File: src/rtl/brecv_fsm.sv
// brecv_fsm: receive side of a toggle req/ack word transfer from the A clock domain into bclk
module brecv_fsm #(
  parameter int WIDTH       = 8,
  parameter int SYNC_STAGES = 2,
  parameter int CNT_W       = 8
) (
  input  logic             bclk,
  input  logic             brst,
  input  logic             areq,
  input  logic [WIDTH-1:0] adata,
  output logic [WIDTH-1:0] bdata,
  output logic             bvalid,
  input  logic             bready,
  output logic             back,
  output logic [CNT_W-1:0] bcount,
  output logic             boverrun,
  input  logic             bclr
);
  typedef enum logic {IDLE, VALID} state_t;
  state_t r_state, w_state_nxt;
  logic [SYNC_STAGES-1:0] r_sync;
  logic [WIDTH-1:0] r_bdata, w_bdata_nxt;
  logic [CNT_W-1:0] r_bcount, w_bcount_nxt;
  logic r_bvalid, w_bvalid_nxt, r_back, w_back_nxt, r_ovr, w_ovr_nxt;
  logic w_req_s, w_pend, w_acc;
  assign w_req_s = r_sync[SYNC_STAGES-1];
  assign w_pend  = w_req_s != r_back;
  assign w_acc   = r_state == VALID && bready;
  always_comb begin
    w_state_nxt  = r_state;
    w_bdata_nxt  = r_bdata;
    w_bvalid_nxt = r_bvalid;
    w_back_nxt   = r_back;
    w_bcount_nxt = r_bcount;
    // a second toggle while holding a word brings req_s back level with back
    w_ovr_nxt    = (r_state == VALID && !w_pend) || (r_ovr && !bclr);
    if (r_state == IDLE && w_pend) begin
      w_state_nxt  = VALID;
      w_bdata_nxt  = adata;
      w_bvalid_nxt = 1'b1;
    end
    if (w_acc) begin
      w_state_nxt  = IDLE;
      w_bvalid_nxt = 1'b0;
      w_back_nxt   = ~r_back;
      w_bcount_nxt = r_bcount + CNT_W'(1);
    end
  end
  always_ff @(posedge bclk) begin
    if (brst) begin
      r_state  <= IDLE;
      r_sync   <= '0;
      r_bdata  <= '0;
      r_bvalid <= 1'b0;
      r_back   <= 1'b0;
      r_bcount <= '0;
      r_ovr    <= 1'b0;
    end else begin
      r_state  <= w_state_nxt;
      r_sync   <= {r_sync[SYNC_STAGES-2:0], areq};
      r_bdata  <= w_bdata_nxt;
      r_bvalid <= w_bvalid_nxt;
      r_back   <= w_back_nxt;
      r_bcount <= w_bcount_nxt;
      r_ovr    <= w_ovr_nxt;
    end
  end
  assign bdata    = r_bdata;
  assign bvalid   = r_bvalid;
  assign back     = r_back;
  assign bcount   = r_bcount;
  assign boverrun = r_ovr;
endmodule

File: config.mk
export PLATFORM = sky130hd
export DESIGN_NAME = brecv_fsm
export DESIGN_NICKNAME = d
export VERILOG_FILES = /design/src/rtl/brecv_fsm.sv
export SDC_FILE = /design/constraint.sdc
export NUM_CORES = 1
export LEC_CHECK = 0
export BUFFER_PORTS_ARGS = -buffer_cell sky130_fd_sc_hd__buf_2
export CAP_MARGIN = 20
export CORE_AREA = 2 2 58 44
export DETAILED_ROUTE_END_ITERATION = 7
export DIE_AREA = 0 0 60 46
export GPL_ROUTABILITY_DRIVEN = 0
export SETUP_SLACK_MARGIN = 0.1
export SLEW_MARGIN = 20
export SYNTH_ARGS = -nofsm -noshare
export SYNTH_HDL_FRONTEND = slang
export SYNTH_SLANG_ARGS = --single-unit
File: constraint.sdc
create_clock -name bclk -period 1.4 [get_ports bclk]
set_input_delay 0.07 -clock bclk [delete_from_list [all_inputs] [get_ports bclk]]
set_output_delay 0.07 -clock bclk [all_outputs]
set_load 0.1 [all_outputs]
# --- Word-level counts from Yosys, hierarchy flattened ---
# Cells that the tools add are included.
classes:
  add_sub_neg: 1
  bitwise: 2
  eq_ne: 1
  reduce_logical: 8
op_table:
  columns: ["op", "count"]
  rows:
  - ["$add A8 B1 Y8 const B", 1]
  - ["$logic_and A1 B1 Y1", 4]
  - ["$logic_not A1 Y1", 2]
  - ["$not A1 Y1", 2]
  - ["$reduce_or A2 Y1", 1]
  - ["$logic_or A1 B1 Y1", 1]
  - ["$ne A1 B1 Y1", 1]
totals:
  word_cells: 18
  reg_bits: 21

# --- Logic depth before layout (Yosys ltp) ---
# Gate-level depths: netlist (run 1).
logic_depth:
  ltp_word: 4
  ltp_mapped: 4
  ltp_nobuf: 4

# --- Worst setup path after synthesis (run 1) ---
# OpenSTA, ideal clock, no wires.
synth_path:
  path_type: "register to register"
  startpoint: "register r_bcount[0] (netlist: bcount[0])"
  endpoint: "register r_bcount[6] (netlist: bcount[6])"
  t_required_ns: 1.329
  setup_slack_ns: -0.622
  setup_time_ns: 0.071
  arrival_time_ns: 1.951
  path_stages_with_launch: 5
  path_cell_list: "dfxtp_1 -> ha_1 -> inv_1 -> or4_1 -> a21oi_1"
synth_between:
  elab_chain_len: 1
synth_rtl:
  columns: ["item", "line_no", "source"]
  rows:
  - ["start: declaration", "23", "logic [CNT_W-1:0] r_bcount, w_bcount_nxt;"]
  - ["start signal: assignment", "64", "r_bcount <= w_bcount_nxt;"]
  - ["$add A8 B1 Y8", "46", "w_bcount_nxt = r_bcount + CNT_W'(1);"]
# No other way between the ends.
# A chain may end at the register's enable or synchronous reset.

# --- Final worst setup path (run 1) ---
layout_path:
  startpoint: "register r_bcount[1] (netlist: bcount[1])"
  endpoint: "register r_bcount[6] (netlist: bcount[6])"
# Same word-level chain as after synthesis.

==> results of run 1 <==
[worst reg2reg max path: stages, from the launching register on]
cell and delay, ns:
dfxtp_4 0.39, ha_4 0.14, inv_2 0.03, or4_1 0.46, a21oi_1 0.12
[layout make-up]
cell class	instances	area [um^2]	area share
inverter	2	7.51	0.00663
clock buffer	4	26.3	0.0232
tap	34	42.5	0.0376
sequential	21	457	0.403
timing repair buffer	34	183	0.161
multi-input combinational	66	417	0.368
[how the worst min path moves through the flow]
stage / slack (ns) / startpoint / to
after global routing: 0.008 / adata[7] / bdata[7]$_SDFFE_PP0P_
after global placement: 0.29 / areq / r_sync[0]$_SDFF_PP0_
final: 0.02 / adata[5] / bdata[5]$_SDFFE_PP0P_
after CTS: 0.01 / adata[5] / bdata[5]$_SDFFE_PP0P_
after floorplan: 0.20 / areq / r_sync[0]$_SDFF_PP0_
after detailed placement: 0.29 / areq / r_sync[0]$_SDFF_PP0_
[through the flow]
| step | hold WS (ns) | total power, mW | worst slack (ns) | util | cell area (um^2) |
|---|---|---|---|---|---|
| 6_report | 0.0190 | 1.25 | 0.185 | 0.499 | 1130 |
| 5_1_grt | 0.00787 | 1.32 | 0.109 | 0.499 | 1130 |
| 4_1_cts | 0.0119 | 1.26 | 0.111 | 0.495 | 1120 |
| 3_5_place_dp | 0.287 | 0.972 | 0.121 | 0.478 | 1090 |
| 3_3_place_gp | 0.285 | 0.971 | 0.205 | 0.478 | 1090 |
| 2_1_floorplan | 0.198 | 0.910 | 0.00542 | - | 897 |
[cells in the mapped netlist (2+ instances only)]
cell	count	area, um^2
a21oi_1	16	80.1
clkbuf_1	2	7.51
dfxtp_1	21	420
inv_1	2	7.51
nand2_1	3	11.3
nand3_1	13	65.1
nor2_1	4	15.0
nor2b_1	3	18.8
o21ai_0	2	10.0
o21ai_1	8	40.0
o31ai_1	3	22.5
or3_1	2	12.5
or4_1	3	22.5
xor2_1	3	26.3
[power groups by stage]
| stage | Sequential, mW | Combinational (mW) | Clock [mW] |
|---|---|---|---|
| floorplan | 0.833 | 0.0776 | 0 |
| global placement | 0.659 | 0.312 | 0 |
| detailed placement | 0.660 | 0.312 | 0 |
| CTS | 0.646 | 0.316 | 0.296 |
| global route | 0.644 | 0.346 | 0.327 |
| finish | 0.638 | 0.325 | 0.287 |
[timing repair]
item | CTS | global route
resized for setup | 1 | 0
endpoints found under the hold margin | 1 | 0
buffers inserted | 0 | 1
endpoints found under the setup margin | 1 | 1
hold buffers | 1 | 0
pin swaps | 0 | 0
gates cloned | 0 | 0
[layer usage]
layer | up-vias | wire (um) | GRT usage
met4 | 0 | 12 | 0.0400
met3 | 2 | 71 | 0.0625
met2 | 14 | 831 | 0.235
met5 | - | 0 | 0
met1 | 346 | 905 | 0.184
li1 | 401 | - | -
[flip-flops by register name (all words and copies together) (netlist names)]
name	flops
bdata	8
bvalid	1
bcount	8
boverrun	1
back	1
r_sync	2
[logic make-up (layout without fill, tap and decap cells)]
logic type,count (synthesis),in the layout,synth area share
xor+xnor,5,5,0.0704
flops,21,21,0.503
simple gates,31,31,0.201
fa+ha+maj,1,1,0.0150
buf+inv,5,40,0.0285
compound gates,29,29,0.183
==> results.cfg, run 1 <==
[layout]
fill_cells = 227
final_nets = 142
fin_cells = 161
syn_to_final_growth_pct = 35.5
layout_common_cells = 30 x buf_2, 16 x a21oi_1, 12 x nand3_1, 10 x dfxtp_1, 9 x dfxtp_4
antenna_cells = 0
final_common_cell = buf_2
drive_gt1_frac = 0.425

[timing]
final_max_slew_viol_count = 0
clock.fmax_ghz = 0.823
tns_ns = 0
fin_crit_ns = 1.21
rsz0062_at_grt = no
worst_slew_pin_slew_ns = 0.496
clock_skew_ns = 0.00114
hold_viol = 0
slew_headroom = 0.672
setup_viol = 0
finalCritPeriodShare = 0.868

[min_path]
min_path_type = in2reg
hold-path-cell-count = 3

[global_route]
grt_pass1_wl_um = 2940
antenna_found_initial = 0
grt_use_total = 0.148
grt_pass1_vias = 671
grt-ovfl-total = 0
grt_max_degree = 22

[power]
clkPwrFrac = 0.229
p_seq_frac = 0.511
p_sw_mw = 0.456
internal_power_mw = 0.794
vdd_ir_drop_max_mv = 0.607
power_leakage_nw = 0.448
p_sw_frac = 0.365
power_frac_comb = 0.260
powerDensity_nw_per_um2 = 1100

[drt]
drt_iter0_drc = 16
first_pass_iters = 4
via_per_inst = 4.74
num_vias = 763
post_drt_wl_per_cell_um = 11.3
finalWirelength_um = 1820
antenna_left = 0
drc = 0

[critical_path]
critPathCapture = bcount[6]$_SDFFE_PP0P_
reg2reg_depth = 4
path_buf_inv = 1
path_max_fanout = 5
cp_top_family = simple AND/OR/NAND/NOR gates
cp_slowest_cell = or4_1
crit_chain = ha_4 > inv_2 > or4_1 > a21oi_1
slowest_delay_ns = 0.46
cp_num_cells = 4
crit_required_ns = 1.63
critPathCaptureType = register
startpoint_type = register
regToRegSetupSlack_ns = 0.19
cp_data_arrival_time_ns = 1.45
rr_startpoint = bcount[1]$_SDFFE_PP0P_
path_class = reg2reg
critPathLaunch = bcount[1]$_SDFFE_PP0P_
rr_endpoint = bcount[6]$_SDFFE_PP0P_

[floorplanning]
die_x_um = 60
die_area_um2 = 2760
core_area_um2 = 2270
initial_core_util = 0.368
io_pins = 32
num_rows = 15
fp.dieH_um = 46

[flow_run]
max_cap_viol_count = 0

[logic_synthesis]
yosysSeqAreaShare = 0.503
synth_top_flop_cell = dfxtp_1
synth_area_per_cell_um2 = 9.08
ys_warn_count = 0
syn_area_um2 = 836
ys_async_sr_fraction = 0
syn-num-nets = 106
synthCells = 92
synth.distinct_cells = 21
ys_ff_latch = 21
synth-edff-count = 0

[place]
placed_cells = 155
port-buffer-count = 31
dp_hpwl_um = 1330

[clock_network]
numCtsBuffers = 3
clk_pin_slew_ns = 0.11
cts_sinks = 21
cts_tree = built
h-tree-depth = 1
clock_path_buffers = 2
cts-root-buf = clkbuf_4
clock_latency_ns = 0.30

[run_status]
status = completed
(Power assumes the default switching activity.)
==> inputs of run 2 (changes only) <==
Settings changed: CORE_AREA 2 2 58 44 to 2 2 55 46, DIE_AREA 0 0 60 46 to 0 0 57 48, PLACE_DENSITY set to 0.65.
==> results.cfg, run 2 (synthesis gave the netlist of run 1 again) <==
[timing]
finalCritPeriodShare = 0.901
fin_crit_ns = 1.26
setup_viol = 0
slew_headroom = 0.672
hold_slack_ns = 0.0271
hold_viol = 0
tns_ns = 0
clock.fmax_ghz = 0.793
clock_skew_ns = 0.00557
rsz0062_at_grt = yes
final_max_slew_viol_count = 0
worst_slew_pin_slew_ns = 0.490

[power]
vdd_ir_drop_max_mv = 0.734
powerDensity_nw_per_um2 = 1100
total_power_mw = 1.25
power_leakage_nw = 0.454

[drt]
drt_iter0_drc = 19
first_pass_iters = 4
antenna_left = 0
post_drt_wl_per_cell_um = 12.4
drc = 0
num_vias = 766
finalWirelength_um = 1890
via_per_inst = 5.01

[floorplanning]
num_rows = 15
die_x_um = 57
initial_core_util = 0.391
die_area_um2 = 2740
core_area_um2 = 2140
io_pins = 32
fp.dieH_um = 48

[clock_network]
clock_path_buffers = 2
cts_tree = built
cts-root-buf = clkbuf_4
numCtsBuffers = 3
clock_latency_ns = 0.30
cts_sinks = 21
h-tree-depth = 1
clk_pin_slew_ns = 0.11

[global_route]
grt_pass1_vias = 648
grt_use_total = 0.143
grt_max_degree = 22
grt-ovfl-total = 0
antenna_found_initial = 0
grt_pass1_wl_um = 2900

[place]
port-buffer-count = 31
dp_hpwl_um = 1350

[layout]
final_nets = 143
syn_to_final_growth_pct = 36.2
fill_cells = 206
fin_util = 0.532
final_common_cell = buf_2
drive_gt1_frac = 0.438
antenna_cells = 0
layout_common_cells = 30 x buf_2, 15 x a21oi_1, 12 x nand3_1, 10 x dfxtp_1, 9 x dfxtp_4

[critical_path]
crit_chain = ha_4 > inv_2 > or4_4 > a21oi_2
path_class = reg2reg
regToRegSetupSlack_ns = 0.14
startpoint_type = register
crit_required_ns = 1.63
cp_slowest_cell = or4_4
critPathCaptureType = register
path_max_fanout = 5
slowest_delay_ns = 0.47
cp_data_arrival_time_ns = 1.49

[flow_run]
max_cap_viol_count = 0

[run_status]
status = completed

[min_path]
min_path_type = in2reg
==> run 2: cell types whose count changed in the layout (fill, tap and decap cells not counted), sizes merged <==
cell / delta
dlygate4sd3: +1
==> run 2: stage by stage <==
| step | setup slack, ns | instances | instance area [um^2] |
|---|---|---|---|
| 2_1_floorplan | 0.00542 | 92 | 897 |
| 3_3_place_gp | 0.160 | 146 | 1070 |
| 3_5_place_dp | 0.150 | 146 | 1070 |
| 4_1_cts | 0.120 | 152 | 1120 |
| 5_1_grt | 0.0961 | 153 | 1140 |
| 6_report | 0.139 | 153 | 1140 |
==> run 2: layout make-up <==
class | count | area [um^2] | area share
clock buffer | 4 | 26.3 | 0.0231
sequential | 21 | 457 | 0.401
tap | 25 | 31.3 | 0.0275
multi-input combinational | 66 | 424 | 0.373
inverter | 2 | 7.51 | 0.00659
timing repair buffer | 35 | 193 | 0.169
==> run 2: worst max-delay path: cells and delay by family, from the launching register on <==
family / cells / cell delay, ns
fa+ha+maj: 1 / 0.13
simple gates: 1 / 0.47
flops: 1 / 0.40
buf+inv: 1 / 0.03
compound gates: 1 / 0.15
==> run 2: worst paths after layout <==
kind | start | end | cells past startpoint
worst max-delay path | bcount[0]$_SDFFE_PP0P_ | bcount[6]$_SDFFE_PP0P_ | 4
worst min-delay path | adata[7] | bdata[7]$_SDFFE_PP0P_ | 3
worst max register to register | bcount[0]$_SDFFE_PP0P_ | bcount[6]$_SDFFE_PP0P_ | 4
worst min register to register | r_sync[0]$_SDFF_PP0_ | r_sync[1]$_SDFF_PP0_ | 1
==> run 2: metal layers <==
layer  vias up  wire length, um  global-route usage
li1        400                -                   -
met1       348              932               0.180
met2        16              863               0.228
met3         2               80              0.0622
met4         0               12              0.0419
met5         -                0                   0
==> run 2: where the power goes <==
group	leakage [nW]	total, mW	switching, mW	internal [mW]
sequential	0.179	0.643	0.0289	0.614
clock	0.0150	0.282	0.171	0.111
combinational	0.260	0.327	0.257	0.0704
==> run 2: repair_timing <==
action / in CTS / in global routing
setup endpoints to repair: 1 / 2
resized for setup: 1 / 2
pin swaps: 0 / 1
gates cloned: 0 / 0
endpoints found under the hold margin: 2 / 0
hold buffers: 2 / 0
setup buffers: 0 / 1
==> inputs of run 3 (changes only) <==
Settings changed: PLACE_DENSITY 0.65 to 0.61.
==> results.cfg, run 3 (synthesis gave the netlist of run 1 again) <==
[timing]
clock.fmax_ghz = 0.818
fin_crit_ns = 1.22
final_max_slew_viol_count = 0
rsz0062_at_grt = no
slew_headroom = 0.675
hold_viol = 0
setup_slack_ns = 0.177
tns_ns = 0
setup_viol = 0
worst_slew_pin_slew_ns = 0.491
clock_skew_ns = 0.00326
finalCritPeriodShare = 0.873

[critical_path]
reg2reg_depth = 4
critPathCaptureType = register
critPathLaunch = bcount[0]$_SDFFE_PP0P_
path_class = reg2reg
path_max_fanout = 5
cp_data_arrival_time_ns = 1.45
rr_endpoint = bcount[6]$_SDFFE_PP0P_
regToRegSetupSlack_ns = 0.18
crit_required_ns = 1.63
rr_startpoint = bcount[0]$_SDFFE_PP0P_
startpoint_type = register
critPathCapture = bcount[6]$_SDFFE_PP0P_

[drt]
finalWirelength_um = 1790
via_per_inst = 4.95
drt_iter0_drc = 10
first_pass_iters = 4
drc = 0
num_vias = 758
post_drt_wl_per_cell_um = 11.7
antenna_left = 0

[clock_network]
cts_tree = built
cts-root-buf = clkbuf_4
numCtsBuffers = 3
clock_path_buffers = 2
clk_pin_slew_ns = 0.11
cts_sinks = 21
clock_latency_ns = 0.30
h-tree-depth = 1

[min_path]
min_path_type = in2reg
hold-path-cell-count = 3

[layout]
drive_gt1_frac = 0.430
final_common_cell = buf_2
fill_cells = 221
final_nets = 143
layout_common_cells = 30 x buf_2, 16 x a21oi_1, 12 x nand3_1, 10 x dfxtp_1, 9 x dfxtp_4
fin_util = 0.527
antenna_cells = 0
syn_to_final_growth_pct = 35.0

[place]
pre_cts_slack_ns = 0.195
port-buffer-count = 31

[floorplanning]
fp.dieH_um = 48
io_pins = 32
num_rows = 15
die_area_um2 = 2740
core_area_um2 = 2140
die_x_um = 57
initial_core_util = 0.391

[global_route]
grt_use_total = 0.143
antenna_found_initial = 0
grt_max_degree = 22
grt_pass1_wl_um = 2900
grt_pass1_vias = 636
grt-ovfl-total = 0

[power]
powerDensity_nw_per_um2 = 1110
vdd_ir_drop_max_mv = 0.874
power_leakage_nw = 0.453

[run_status]
status = completed

[flow_run]
max_cap_viol_count = 0
==> run 3: cell count changes in the layout (fill, tap and decap cells not counted), sizes merged <==
cell and change:
buf +1, dlygate4sd3 -1
==> run 3: power by group <==
group / switching (mW) / internal [mW] / leakage, nW
Combinational: 0.257 / 0.0722 / 0.259
Sequential: 0.0244 / 0.614 / 0.179
Clock: 0.172 / 0.111 / 0.0150
==> run 3: worst max-delay path, stage by stage (launching register included) <==
cell and delay (ns):
dfxtp_4 0.40, ha_4 0.13, inv_2 0.03, or4_1 0.46
a21oi_1 0.13
==> run 3: area by class of cell <==
cell class | instances | area [um^2] | area share
flip-flops and latches | 21 | 457 | 0.405
multi-input cells | 66 | 417 | 0.369
repair buffers | 35 | 190 | 0.169
well taps | 25 | 31.3 | 0.0277
clock buffers | 4 | 26.3 | 0.0233
inverters | 2 | 7.51 | 0.00665
==> run 3: worst min-delay path by stage <==
stage,start,endpoint
final,adata[0],bdata[0]$_SDFFE_PP0P_
after global routing,adata[5],bdata[5]$_SDFFE_PP0P_
after CTS,adata[5],bdata[5]$_SDFFE_PP0P_
after detailed placement,areq,r_sync[0]$_SDFF_PP0_
after global placement,areq,r_sync[0]$_SDFF_PP0_
after floorplan,areq,r_sync[0]$_SDFF_PP0_
==> run 3: routing by layer <==
metal	vias to the layer above	track usage	part of all wire
li1	403	-	-
met1	335	0.190	0.49
met2	18	0.211	0.43
met3	2	0.0649	0.071
met4	0	0.0419	0.0056
met5	-	0	0
==> run 3: per-stage QoR <==
step	hold WS, ns	instances	total power [mW]	instance area (um^2)
global route	0.00809	153	1.32	1130
floorplan	0.198	92	0.910	897
CTS	0.00840	151	1.26	1110
global placement	0.289	146	0.971	1070
finish	0.0202	153	1.25	1130
detailed placement	0.293	146	0.973	1070
==> run 3: what timing repair did <==
action / 4_1_cts / 5_1_grt
hold buffers: 1 / 0
buffers inserted: 0 / 2
gates resized for setup: 1 / 0
endpoints found under the hold margin: 1 / 0
setup endpoints to repair: 1 / 1
